`config.mk`:
```
export PLATFORM = sky130hd
export DESIGN_NAME = pipeline_ctrl
export DESIGN_NICKNAME = d
export VERILOG_FILES = /design/src/rtl/pipeline_ctrl_pkg.sv /design/src/rtl/pipeline_ctrl_hazard_detect.sv /design/src/rtl/pipeline_ctrl.sv
export SDC_FILE = /design/constraint.sdc
export NUM_CORES = 1
export LEC_CHECK = 0
export ABC_AREA = 1
export ABC_CLOCK_PERIOD_IN_PS = 2000
export BUFFER_PORTS_ARGS = -buffer_cell sky130_fd_sc_hd__buf_2
export CORE_MARGIN = 3
export CORE_UTILIZATION = 53
export DETAILED_ROUTE_END_ITERATION = 8
export HOLD_SLACK_MARGIN = 0.06
export PLACE_DENSITY = 0.88
export RECOVER_POWER = 50
export SETUP_SLACK_MARGIN = 0.02
export SYNTH_ARGS = -nofsm -noshare
export SYNTH_HDL_FRONTEND = slang
export SYNTH_SLANG_ARGS = --single-unit
```
`constraint.sdc`:
```
create_clock -name clock -period 2 [get_ports clock]
set_input_delay 0.3 -clock clock [delete_from_list [all_inputs] [get_ports clock]]
set_output_delay 0.3 -clock clock [all_outputs]
set_load 0.02 [all_outputs]
```
`src/rtl/pipeline_ctrl_pkg.sv`:
```
// Shared definitions for the pipeline hazard/stall controller.
//   state_t     : controller FSM encoding (RUN, MEM_WAIT, MEM_ERR)
//   TIMEOUT_DEF : default maximum number of MEM_WAIT cycles before error
package pipeline_ctrl_pkg;

  typedef enum logic [1:0] {
    ST_RUN      = 2'd0,
    ST_MEM_WAIT = 2'd1,
    ST_MEM_ERR  = 2'd2
  } state_t;

  localparam int TIMEOUT_DEF = 255;

endpackage

```
`src/rtl/pipeline_ctrl_hazard_detect.sv`:
```
// Load-use hazard compare between the load in EX and the instruction in ID.
// Ports:
//   id_rs, id_rt   : ID source registers
//   id_usesRt      : ID instruction actually reads rt
//   ex_memRead     : EX instruction is a load
//   ex_rd          : EX destination register
//   load_use       : hazard present (r0 never creates one)
module hazard_detect (
  input  logic [4:0] id_rs,
  input  logic [4:0] id_rt,
  input  logic       id_usesRt,
  input  logic       ex_memRead,
  input  logic [4:0] ex_rd,
  output logic       load_use
);

  assign load_use = ex_memRead && (ex_rd != 5'd0) &&
                    ((ex_rd == id_rs) || (id_usesRt && (ex_rd == id_rt)));

endmodule

```
`src/rtl/pipeline_ctrl.sv`:
```
// Pipeline stall/flush controller with data-memory wait handling.
// Ports:
//   clock, reset          : clock, async active-low reset
//   id_*, ex_*, mem_*     : hazard sources from ID, EX and MEM stages
//   pcWrite..exMemWrite   : stage-register write enables
//   ifIdFlush, idExFlush  : bubble insertion into IF/ID, ID/EX
//   memWbBubble           : MEM/WB captures zeros while memory is frozen
//   memError              : sticky memory timeout flag (MEM_ERR state)
//   stallCount            : saturating count of cycles with pcWrite=0
// Priority of actions: memory freeze > taken branch > load-use > normal.
module pipeline_ctrl
  import pipeline_ctrl_pkg::*;
#(
  parameter int TIMEOUT = TIMEOUT_DEF
) (
  input  logic        clock,
  input  logic        reset,
  input  logic [4:0]  id_rs,
  input  logic [4:0]  id_rt,
  input  logic        id_usesRt,
  input  logic        ex_memRead,
  input  logic [4:0]  ex_rd,
  input  logic        ex_branchTaken,
  input  logic        mem_req,
  input  logic        mem_ready,
  output logic        pcWrite,
  output logic        ifIdWrite,
  output logic        idExWrite,
  output logic        exMemWrite,
  output logic        ifIdFlush,
  output logic        idExFlush,
  output logic        memWbBubble,
  output logic        memError,
  output logic [15:0] stallCount
);

  localparam logic [7:0] TO = 8'(TIMEOUT);

  state_t      state;
  logic [7:0]  wait_cnt;
  logic [15:0] stall_cnt;
  logic        load_use;
  logic        freeze;

  hazard_detect u_hazard (
    .id_rs      (id_rs),
    .id_rt      (id_rt),
    .id_usesRt  (id_usesRt),
    .ex_memRead (ex_memRead),
    .ex_rd      (ex_rd),
    .load_use   (load_use)
  );

  // The MEM_WAIT cycle where mem_ready rises is not frozen: the pipeline
  // advances on that edge together with the return to RUN.
  assign freeze = (state == ST_MEM_ERR) ||
                  ((state == ST_MEM_WAIT) && !mem_ready) ||
                  ((state == ST_RUN) && mem_req && !mem_ready);

  always_comb begin
    pcWrite     = 1'b1;
    ifIdWrite   = 1'b1;
    idExWrite   = 1'b1;
    exMemWrite  = 1'b1;
    ifIdFlush   = 1'b0;
    idExFlush   = 1'b0;
    memWbBubble = 1'b0;
    if (freeze) begin
      pcWrite     = 1'b0;
      ifIdWrite   = 1'b0;
      idExWrite   = 1'b0;
      exMemWrite  = 1'b0;
      memWbBubble = 1'b1;
    end else if (ex_branchTaken) begin
      // ID holds a wrong-path instruction, so any load-use on it is moot.
      ifIdFlush = 1'b1;
      idExFlush = 1'b1;
    end else if (load_use) begin
      pcWrite   = 1'b0;
      ifIdWrite = 1'b0;
      idExFlush = 1'b1;
    end
  end

  assign memError   = (state == ST_MEM_ERR);
  assign stallCount = stall_cnt;

  always_ff @(posedge clock or negedge reset) begin
    if (!reset) begin
      state     <= ST_RUN;
      wait_cnt  <= 8'd0;
      stall_cnt <= 16'd0;
    end else begin
      if (!pcWrite && (stall_cnt != 16'hFFFF))
        stall_cnt <= stall_cnt + 16'd1;
      case (state)
        ST_RUN: begin
          if (mem_req && !mem_ready) begin
            state    <= ST_MEM_WAIT;
            wait_cnt <= 8'd0;
          end
        end
        ST_MEM_WAIT: begin
          if (mem_ready)
            state <= ST_RUN;
          else if (wait_cnt == TO)
            state <= ST_MEM_ERR;
          else
            wait_cnt <= wait_cnt + 8'd1;
        end
        ST_MEM_ERR: state <= ST_MEM_ERR;
        default:    state <= ST_RUN;
      endcase
    end
  end

endmodule

```
## After elaboration in Yosys (flattened, before gate mapping)

Cells that the tools add are included.

- Register bits: 26
- Input bits: 22
- Output and inout port bits: 24
- Word-level logic and storage cells: 51

- Add/subtract/negate cells: 2
- Equality and inequality tests: 10
- Multiplexer cells: 18
- Reduce and logical (&&, ||, !) cells: 18

Operators with widths:

| cell | count |
|---|---|
| 8-bit two-way mux | 3 |
| 16-bit by 1-bit adder with 16-bit output (second input constant) | 1 |
| 16-bit inequality test (second input constant) | 1 |
| 8-bit case mux with 2 select lines | 1 |
| 5-bit == test | 2 |
| 1-bit two-way mux | 10 |
| 8-bit by 1-bit adder with 8-bit output (second input constant) | 1 |
| 8-bit == test (second input constant) | 1 |
| 1-bit logical AND | 8 |
| 2-bit two-way mux | 3 |
| 2-bit case mux with 3 select lines | 1 |
| 5-bit nonzero test | 1 |
| 2-bit inequality test (second input constant) | 2 |
| 4-bit AND reduction | 1 |
| 1-bit logical OR | 3 |
| 3-bit by 2-bit inequality test with 1-bit output (second input constant) | 1 |
| 2-bit by 1-bit == test with 1-bit output (second input constant) | 1 |
| 2-bit == test (second input constant) | 1 |
| 1-bit logical NOT | 2 |
| 2-bit logical NOT | 1 |
| 2-bit by 1-bit inequality test with 1-bit output (second input constant) | 1 |
| 2-bit AND reduction | 1 |
| 2-bit nonzero test | 1 |

## Longest topological paths before layout

Gate-level depths: netlist of run 1.

- Depth in word-level cells: 9
- Mapped depth: 12
- Mapped depth without buffers: 11

## Hierarchy

A second synthesis of run 1 with hierarchy kept.

- Cell total of the unflattened synthesis: 279
- Area total of the unflattened synthesis: 1841.8 um^2

Modules (own cells, without submodules):

| module | times used | cells an instance | area each (um^2) | sequential area each (um^2) |
|---|---|---|---|---|
| pipeline_ctrl | 1 | 227 | 1635.3 | 650.6 |
| hazard_detect | 1 | 52 | 206.4 | 0.0 |

## Least setup slack after synthesis of run 1

OpenSTA, ideal clock, no wires.

- Path kind: register -> output
- Start: reg state[1]
- End: out pcWrite
- Arrival time: 1.661 ns
- Required time: 1.700 ns
- Path slack: 0.039 ns
- Stages on the path, launching flop included: 10
- Path buffers: 3
- Cells stage by stage: dfrtp_1 inv_1 nor2_1 or2_4 nor2_8 nand2_4 buf_6 buf_12 inv_1 buf_4

- Elaborated cells between the ends (all ways): 9
- Those cells by class: eq/ne (2); mux (1); reduce/logical (6)

RTL lines:

| what | line | source |
|---|---|---|
| start: declaration | pipeline_ctrl.sv:39 | `state_t state;` |
| start signal: assignment | pipeline_ctrl.sv:90 | `state <= ST_RUN;` |
| start signal: assignment | pipeline_ctrl.sv:99 | `state <= ST_MEM_WAIT;` |
| start signal: assignment | pipeline_ctrl.sv:105 | `state <= ST_RUN;` |
| 2-bit == test | -- |  |
| net memError | pipeline_ctrl.sv:33 | `output logic memError,` |
| 1-bit logical OR | pipeline_ctrl.sv:56 | `assign freeze = (state == ST_MEM_ERR) \|\|` |
| 1-bit logical OR | pipeline_ctrl.sv:57 | `((state == ST_MEM_WAIT) && !mem_ready) \|\|` |
| 1-bit two-way mux | pipeline_ctrl.sv:68 | `if (freeze) begin` |
| end: declaration | pipeline_ctrl.sv:26 | `output logic pcWrite,` |

The timed path passes the listed nets, and every way through them passes these cells.

## Worst setup path in the final report of run 1

- Start: reg state[0]
- End: out idExFlush

- Word-level cells in the longest chain between the ends: 5
- Elaborated cells between the ends (all ways): 9
- Those cells by class: eq/ne (2); mux (1); reduce/logical (6)

RTL lines:

| what | line | source |
|---|---|---|
| 2-bit by 1-bit == test with 1-bit output / 2-bit logical NOT (equally long branches) | pipeline_ctrl.sv:57, pipeline_ctrl.sv:58 |  |
| 1-bit logical AND, on equally long branches | pipeline_ctrl.sv:57, pipeline_ctrl.sv:58 |  |
| 1-bit logical OR / 1-bit logical AND (equally long branches) | pipeline_ctrl.sv:56, pipeline_ctrl.sv:58 |  |
| 1-bit logical OR * | pipeline_ctrl.sv:57 |  |
| 1-bit two-way mux * | pipeline_ctrl.sv:68 |  |
| end: declaration | pipeline_ctrl.sv:31 | `output logic idExFlush,` |

Mark *: on every way between the ends. The rest lies on a longest branch, timed or not.

==> results of run 1 <==
## power by group through the flow
stage | sequential (µW) | clock [µW] | combinational, µW
2_1_floorplan | 757 | 0 | 643
3_3_place_gp | 710 | 0 | 826
3_5_place_dp | 719 | 0 | 860
4_1_cts | 709 | 222 | 862
5_1_grt | 725 | 248 | 1070
6_report | 711 | 218 | 972
## worst max-delay path: stages (launching register included)
cell and delay [ns]:
dfrtp_1 0.42, nand2_2 0.11, nor2_4 0.05, or2_4 0.26
nor2_8 0.16, inv_2 0.06, a21oi_2 0.10, buf_4 0.15
## cells by family (layout without fill, tap and decap cells)
| logic type | Yosys count | after routing |
|---|---|---|
| AOI/OAI and AO/OA | 13 | 13 |
| xor gates and xnor gates | 15 | 15 |
| adders and majority gates | 2 | 2 |
| buffers and inverters | 45 | 96 |
| DFF | 26 | 26 |
| and+or+nand+nor | 152 | 152 |
## cell type report
| cell class | instances | area share |
|---|---|---|
| multi-input combinational | 182 | 0.466 |
| timing repair buffer | 54 | 0.133 |
| clock buffer | 3 | 0.0103 |
| tap | 44 | 0.0252 |
| sequential | 26 | 0.298 |
| inverter | 39 | 0.0682 |
## timing repair
item,CTS,global route
gates resized for setup,0,12
setup endpoints to repair,0,5
setup buffers,0,7
hold buffers,1,0
hold endpoints to repair,26,0
## metal layers
metal / GRT usage / vias up
li1: - / 883
met1: 0.276 / 807
met2: 0.363 / 81
met3: 0.0325 / 8
met4: 0.0855 / 0
met5: 0 / -
## metrics by stage
step | std cells | setup TNS (ns) | cell area, µm² | utilization | total power, µW
floorplan | 253 | 0 | 1850 | - | 1400
global placement | 337 | 0 | 2070 | 0.652 | 1540
detailed placement | 337 | 0 | 2070 | 0.652 | 1580
CTS | 341 | 0 | 2110 | 0.663 | 1790
global route | 348 | -0.0217 | 2180 | 0.687 | 2040
finish | 348 | 0 | 2180 | 0.687 | 1900
## cell usage after synthesis (all sizes together)
| library cell | instances | area [µm²] |
|---|---|---|
| buf | 6 | 65.1 |
| dfrtp | 26 | 651 |
| o31ai | 1 | 7.51 |
| or2 | 1 | 8.76 |
| nor2 | 29 | 128 |
| nand2 | 82 | 325 |
| nor3 | 7 | 56.3 |
| nand4 | 4 | 40.0 |
| xor2 | 6 | 52.6 |
| inv | 39 | 146 |
| a21oi | 5 | 28.8 |
| o21ai | 7 | 35.0 |
| nand3 | 28 | 195 |
| xnor2 | 9 | 78.8 |
| nor3b | 1 | 7.51 |
| ha | 2 | 25.0 |
## path summary, 6_finish.rpt
check,start,endpoint,slack [ns]
max in group asynchronous,reset,wait_cnt[2],0.37
max reg2reg,stallCount[0],stallCount[14],0.26
min reg2reg,wait_cnt[2],wait_cnt[2],0.54
max,state[0],idExFlush,0.07
min,mem_ready,wait_cnt[1],0.31
min in group asynchronous,reset,stallCount[6],0.82
## flip-flops by register name, indices dropped and copies added (netlist names)
signal      count
stallCount     16
state           2
wait_cnt        8
==> metrics.cfg, run 1 <==
[routing]
avgRoutedWirePerCell_um=12.7
met3_length_um=348
routed_wl_mm=4.41
dr.first_iter.drc_count=79
wl_met2_mm=2.13
antenna_left=0
route.detailed.drc=0
met1_length_mm=1.87
vias_per_cell=5.11
vias=1779
first_pass_iters=4
highest_layer=met4

[global_route]
grtUsageTotal=0.215
grt_pass1_wl_mm=7.20
grt_pass1_vias=1651
overflow=0
grt_start_max_net_pins=27
antenna_found_initial=0

[yosys]
synth_xor_area_frac=0.0710
avgSynthCellArea_um2=7.31
yosysWarnings=0
syn-cell-area_um2=1850
synth_fp_nets=277
yosysUniqueCellTypes=29
synthAdderAreaFrac=0.0135
yosys.area_share.simple=0.411
ys_seq_elements=26
seq_area_frac_synth=0.352
synth_mux_area_frac=0
postSynthCellCount=253
synth_compound_area_frac=0.0385
synth_top_family_by_area=simple AND/OR/NAND/NOR gates

[finish]
multiInputGateArea_um2=1020
fin_nets=330
syn_to_final_growth_pct=18.1
layout_commonest_cell=nand2_1
ff_latch_area_um2=651
n_fill_cell=268
drive_gt1_frac=0.253
n_antenna_cell=0
layout_common_cells=nand2_1 (78), inv_1 (30), buf_2 (29)

[power]
p_leak_uw=0.00117
p_int_uw=1030
p_seq_frac=0.374
comb_power_share=0.511
p_per_area_nw_per_um2=870
ir_drop_mv=0.634
p_clk_frac=0.115
swShare=0.456
power_switching_uw=868

[clocking]
cts_tree=yes
cts_made_buffers=3
h-tree-depth=1
cts-root-buf=clkbuf_4
clk_pin_slew_ns=0.13
cts_max_path_buffers=2
clock_latency_ns=0.32
clock_sinks=26

[worst_hold_path]
hp-class=input pin to flip-flop
hold_depth=4

[timing]
setup_violations=0
tightest_slew_ns=1.39
slew_headroom=0.0728
period_needed_ns=1.93
worst_slack_ns=0.0694
hold_ws_ns=0.313
max_freq_mhz=518
skew_ns=0.00773
hold_viol_final=0
rsz0062_at_grt=true
slew_violations=0
post-route-period-util=0.965

[setup_path]
critPathKind=flip-flop to output port
ff2ff_path_depth=7
worst_ep_required_time_ns=1.70
cp-end-kind=output port
cp.arrival_ns=1.63
critPathMaxFanout=4
start_kind=flip-flop

[placed_design]
io_buffers=45
hpwl_mm=3.31
gp_congestion=0.899
place_ws_ns=0.174

[die]
die_h_um=65.1
ios=46
start_util=0.582
die_x_um=65.1
coreArea_um2=3180
dieArea_um2=4240
rows=20

[job]
cap_violations=0

[run_status]
status=completed

Power figures use the tool's default switching activity.
==> run 2, diff against run 1 <==
--- a/config.mk
+++ b/config.mk
@@ -7,7 +7,7 @@
 export LEC_CHECK = 0
 export ABC_AREA = 1
 export ABC_CLOCK_PERIOD_IN_PS = 2000
-export BUFFER_PORTS_ARGS = -buffer_cell sky130_fd_sc_hd__buf_2
+export BUFFER_PORTS_ARGS = -buffer_cell sky130_fd_sc_hd__buf_4
 export CORE_MARGIN = 3
 export CORE_UTILIZATION = 53
 export DETAILED_ROUTE_END_ITERATION = 8
==> run 2 against run 1 <==
Compared with the run above:
- hold slack improved by 0.086 ns
- setup slack got worse by 0.042 ns
- sequential power about the same
- first-iteration DRC count decreased by 13%
- sequential cell count unchanged
- cell count decreased by 0.57%
- critical path type unchanged
==> metrics.cfg, run 2 (synthesized netlist as in run 1, its figures left out) <==
[placed_design]
placed_area_um2=2190
gp_congestion=0.901
hpwl_mm=3.11
dp.cells=337
io_buffers=45

[die]
die_h_um=65.1
ios=46
coreArea_um2=3180
die_x_um=65.1
dieArea_um2=4240
start_util=0.582
rows=20

[finish]
fin_area_um2=2260
layout_common_cells=nand2_1 (79), buf_4 (35), inv_1 (28)
drive_gt1_frac=0.252
fin_nets=327
n_antenna_cell=0
fin_cells=346
syn_to_final_growth_pct=22.3
fin_util=0.712
largest_reg_flops=16
layout_commonest_cell=nand2_1

[timing]
rsz0062_at_grt=true
tightest_slew_ns=1.41
max_freq_mhz=507
slew_violations=0
setup_violations=0
slew_headroom=0.0600
hold_viol_final=0
skew_ns=0.00669
tns_ns=0
period_needed_ns=1.97
post-route-period-util=0.986

[clocking]
clock_sinks=26
clk_pin_slew_ns=0.14
h-tree-depth=1
cts_made_buffers=3
cts-root-buf=clkbuf_4
cts_tree=yes
cts_max_path_buffers=2
clock_latency_ns=0.33

[routing]
highest_layer=met4
met3_length_um=228
vias=1714
met1_length_mm=1.95
antenna_left=0
first_pass_iters=4
routed_wl_mm=4.19
avgRoutedWirePerCell_um=12.1
vias_per_cell=4.95
wl_met2_mm=1.94
route.detailed.drc=0
dr.first_iter.drc_count=69

[run_status]
status=completed

[global_route]
overflow=0
grt_pass1_wl_mm=7.03
grtUsageTotal=0.209
grt_start_max_net_pins=27
antenna_found_initial=0
grt_pass1_vias=1596

[power]
p_seq_frac=0.352
ir_drop_mv=0.503
p_clk_frac=0.138
p_leak_uw=0.00119
comb_power_share=0.510
p_int_uw=1130
swShare=0.439
p_per_area_nw_per_um2=889
power_switching_uw=883

[setup_path]
cp.buffers_inverters=2
r2r_setup_slack_ns=0.21
worst_ep_required_time_ns=1.70
cp_top_family=simple AND/OR/NAND/NOR gates
start_kind=flip-flop
critPathKind=flip-flop to output port
critPathMaxFanout=4
cp.arrival_ns=1.67
path_cells=nand2_4 -> nor2_4 -> or2_4 -> nor2_8 -> inv_4 -> a21oi_4 -> buf_6
cpPeakStageDelay_ns=0.44
r2r_start=stallCount[0]
cp-end-kind=output port
crit_path_top_delay_cell=dfrtp_1
worstSetupStartpoint=state[0]

[worst_hold_path]
hp-class=input pin to flip-flop
worstHoldStart=mem_ready

[job]
cap_violations=0

==> run 2: final cells by class <==
type	instances	area [µm²]
Clock buffer	4	36.3
Fill cell	277	915
Inverter	39	151
Multi-Input combinational cell	182	1020
Sequential cell	26	651
Tap cell	44	55.1
Timing Repair Buffer	51	352
==> run 2: path summary, 6_finish.rpt <==
kind                                  to  cells after the start
max                            idExFlush                      7
min                          wait_cnt[1]                      5
max reg2reg                stallCount[0]                      7
min reg2reg                  wait_cnt[2]                      2
max in group asynchronous    wait_cnt[3]                      2
min in group asynchronous  stallCount[5]                      2
==> run 2: stage by stage <==
| step | power [µW] | setup slack (ns) | hold slack (ns) |
|---|---|---|---|
| finish | 2010 | 0.0274 | 0.399 |
| global route | 2160 | -0.0482 | 0.385 |
| CTS | 1930 | 0.0154 | 0.274 |
| detailed placement | 1640 | 0.256 | 0.229 |
| global placement | 1620 | 0.334 | 0.225 |
| floorplan | 1400 | 0.0388 | 0.00441 |
==> run 2: metal layers <==
layer  track usage  up-vias
li1              -      885
met1         0.277      774
met2         0.350       48
met3        0.0256        7
met4        0.0777        0
met5             0        -
==> run 2: power by group through the flow <==
stage                     Clock, µW  Sequential (µW)  Combinational, µW
after detailed placement          0              712                925
after global routing            312              725               1120
after CTS                       284              705                942
final                           277              709               1030
after floorplan                   0              757                643
after global placement            0              713                909
==> run 2: timing repair <==
| item | in CTS | in global routing |
|---|---|---|
| gates resized for setup | 2 | 12 |
| endpoints found under the hold margin | 26 | 0 |
| pin swaps | 1 | 5 |
| setup endpoints to repair | 3 | 4 |
| setup buffers | 1 | 3 |
| hold buffers | 1 | 0 |
==> run 2: worst min-delay path, cell delays in order <==
cell     delay (ns)
buf_4          0.11
nor2_4         0.04
buf_4          0.13
nand3_1        0.07
o21ai_1        0.06
==> run 3, diff against run 2 <==
--- a/config.mk
+++ b/config.mk
@@ -8,7 +8,7 @@
 export ABC_AREA = 1
 export ABC_CLOCK_PERIOD_IN_PS = 2000
 export BUFFER_PORTS_ARGS = -buffer_cell sky130_fd_sc_hd__buf_4
-export CORE_MARGIN = 3
+export CORE_MARGIN = 5
 export CORE_UTILIZATION = 53
 export DETAILED_ROUTE_END_ITERATION = 8
 export HOLD_SLACK_MARGIN = 0.06
==> run 3 against run 2 <==
Compared with the run above:
- clock power decreased by 5%
- die area is 13% higher
- fmax grew 1.9%
- global-route usage decreased by 4.1 points
- setup slack better by 0.036 ns
- largest power group unchanged
- count of clock-buffer cells in the layout unchanged
- register-to-register slack improved by 0.11 ns
- via count rose by 0.82%
- critical path depth up 1
- cell count rose by 1.7%
==> metrics.cfg, run 3 (synthesized netlist as in run 1, its figures left out) <==
[finish]
n_fill_cell=292
fin_cells=352
fin_nets=331
syn_to_final_growth_pct=23.7
n_antenna_cell=0
fin_util=0.680
largest_reg_flops=16
drive_gt1_frac=0.261
layout_commonest_cell=nand2_1
layout_common_cells=nand2_1 (79), buf_4 (40), inv_1 (29)

[setup_path]
critPathMaxFanout=4
path_cells=inv_1 -> nand2_2 -> nor2_4 -> or2_4 -> nor2_8 -> inv_4 -> nor2_2 -> buf_6
start_kind=flip-flop
reg2reg_to=wait_cnt[6]
worst_ep_required_time_ns=1.70
r2r_setup_slack_ns=0.32
cp-end-kind=output port
cp.arrival_ns=1.64
critPathKind=flip-flop to output port
r2r_start=wait_cnt[0]
ff2ff_path_depth=8
crit_path_top_delay_cell=dfrtp_1
cpPeakStageDelay_ns=0.37

[die]
coreArea_um2=3360
die_h_um=69.1
start_util=0.550
rows=21
die_x_um=69.1
dieArea_um2=4770
ios=46

[timing]
tns_ns=0
max_freq_mhz=516
slew_violations=0
rsz0062_at_grt=true
tightest_slew_ns=1.40
post-route-period-util=0.968
period_needed_ns=1.94
worst_slack_ns=0.0638
skew_ns=0.00356
hold_viol_final=0
setup_violations=0
slew_headroom=0.0694

[routing]
first_pass_iters=4
vias=1728
antenna_left=0
vias_per_cell=4.91
route.detailed.drc=0
routed_wl_mm=4.08
avgRoutedWirePerCell_um=11.6
dr.first_iter.drc_count=95

[placed_design]
hpwl_mm=3.04
place_ws_ns=0.259
dp.cells=339
io_buffers=45
gp_congestion=0.893

[clocking]
cts_made_buffers=3
clk_pin_slew_ns=0.14
cts_max_path_buffers=2
cts_tree=yes
cts-root-buf=clkbuf_4
h-tree-depth=1
clock_latency_ns=0.32
clock_sinks=26

[power]
swShare=0.431
p_per_area_nw_per_um2=857
ir_drop_mv=0.587
p_clk_frac=0.135
power_switching_uw=846
p_int_uw=1120
p_leak_uw=0.00121
comb_power_share=0.503
p_seq_frac=0.362
power_uw=1960

[job]
cap_violations=0

[global_route]
grt_start_max_net_pins=27
grt_pass1_wl_mm=6.86
grtUsageTotal=0.167
overflow=0
grt_pass1_vias=1575
antenna_found_initial=0

[worst_hold_path]
hold-path-endpoint=wait_cnt[1]
worstHoldStart=mem_ready
hp-class=input pin to flip-flop
hold_depth=4

[run_status]
status=completed

run 3: metrics by stage:
step | cell area (µm²) | hold slack (ns)
5_1_grt | 2290 | 0.294
3_5_place_dp | 2190 | 0.224
2_1_floorplan | 1850 | 0.00441
4_1_cts | 2240 | 0.276
6_report | 2290 | 0.287
3_3_place_gp | 2190 | 0.223
run 3: power groups by stage:
stage	clock network (µW)	registers, µW	logic [µW]
2_1_floorplan	0	757	643
3_3_place_gp	0	713	901
3_5_place_dp	0	720	918
4_1_cts	267	710	925
5_1_grt	285	722	1090
6_report	264	711	987
run 3: worst max path at each step:
| stage | from | slack [ns] | depth (start not counted) | to |
|---|---|---|---|---|
| 2_1_floorplan | state[1] | 0.04 | 9 | pcWrite |
| 3_3_place_gp | stallCount[0] | 0.33 | 7 | stallCount[1] |
| 3_5_place_dp | stallCount[0] | 0.26 | 7 | stallCount[8] |
| 4_1_cts | state[0] | 0.04 | 7 | ifIdWrite |
| 5_1_grt | state[1] | -0.03 | 8 | idExFlush |
| 6_report | state[1] | 0.06 | 8 | ifIdFlush |
run 3: worst max-delay path: cells and delay by family, from the launching register on:
kind,cells,cell delay [ns]
buffers and inverters,3,0.25
and+or+nand+nor,5,0.70
DFF,1,0.37
run 3: final cells by class:
| type | instances | area [µm²] | share of cell area |
|---|---|---|---|
| well taps | 46 | 57.6 | 0.0252 |
| multi-input cells | 182 | 1010 | 0.441 |
| repair buffers | 55 | 387 | 0.169 |
| flip-flops and latches | 26 | 651 | 0.284 |
| inverters | 39 | 149 | 0.0651 |
| clock buffers | 4 | 36.3 | 0.0159 |
run 3: routing by layer:
| metal | GRT usage | vias to the layer above | share of wire |
|---|---|---|---|
| met2 | 0.276 | 61 | 0.48 |
| li1 | - | 888 | - |
| met5 | 0 | - | 0 |
| met3 | 0.0262 | 4 | 0.065 |
| met4 | 0.0477 | 0 | 0.0083 |
| met1 | 0.226 | 775 | 0.45 |
run 3: what timing repair did:
item	4_1_cts	5_1_grt
hold buffers	1	0
setup endpoints to repair	2	5
buffers inserted	0	8
resized for setup	2	7
hold endpoints to repair	26	0
pin swaps	0	4
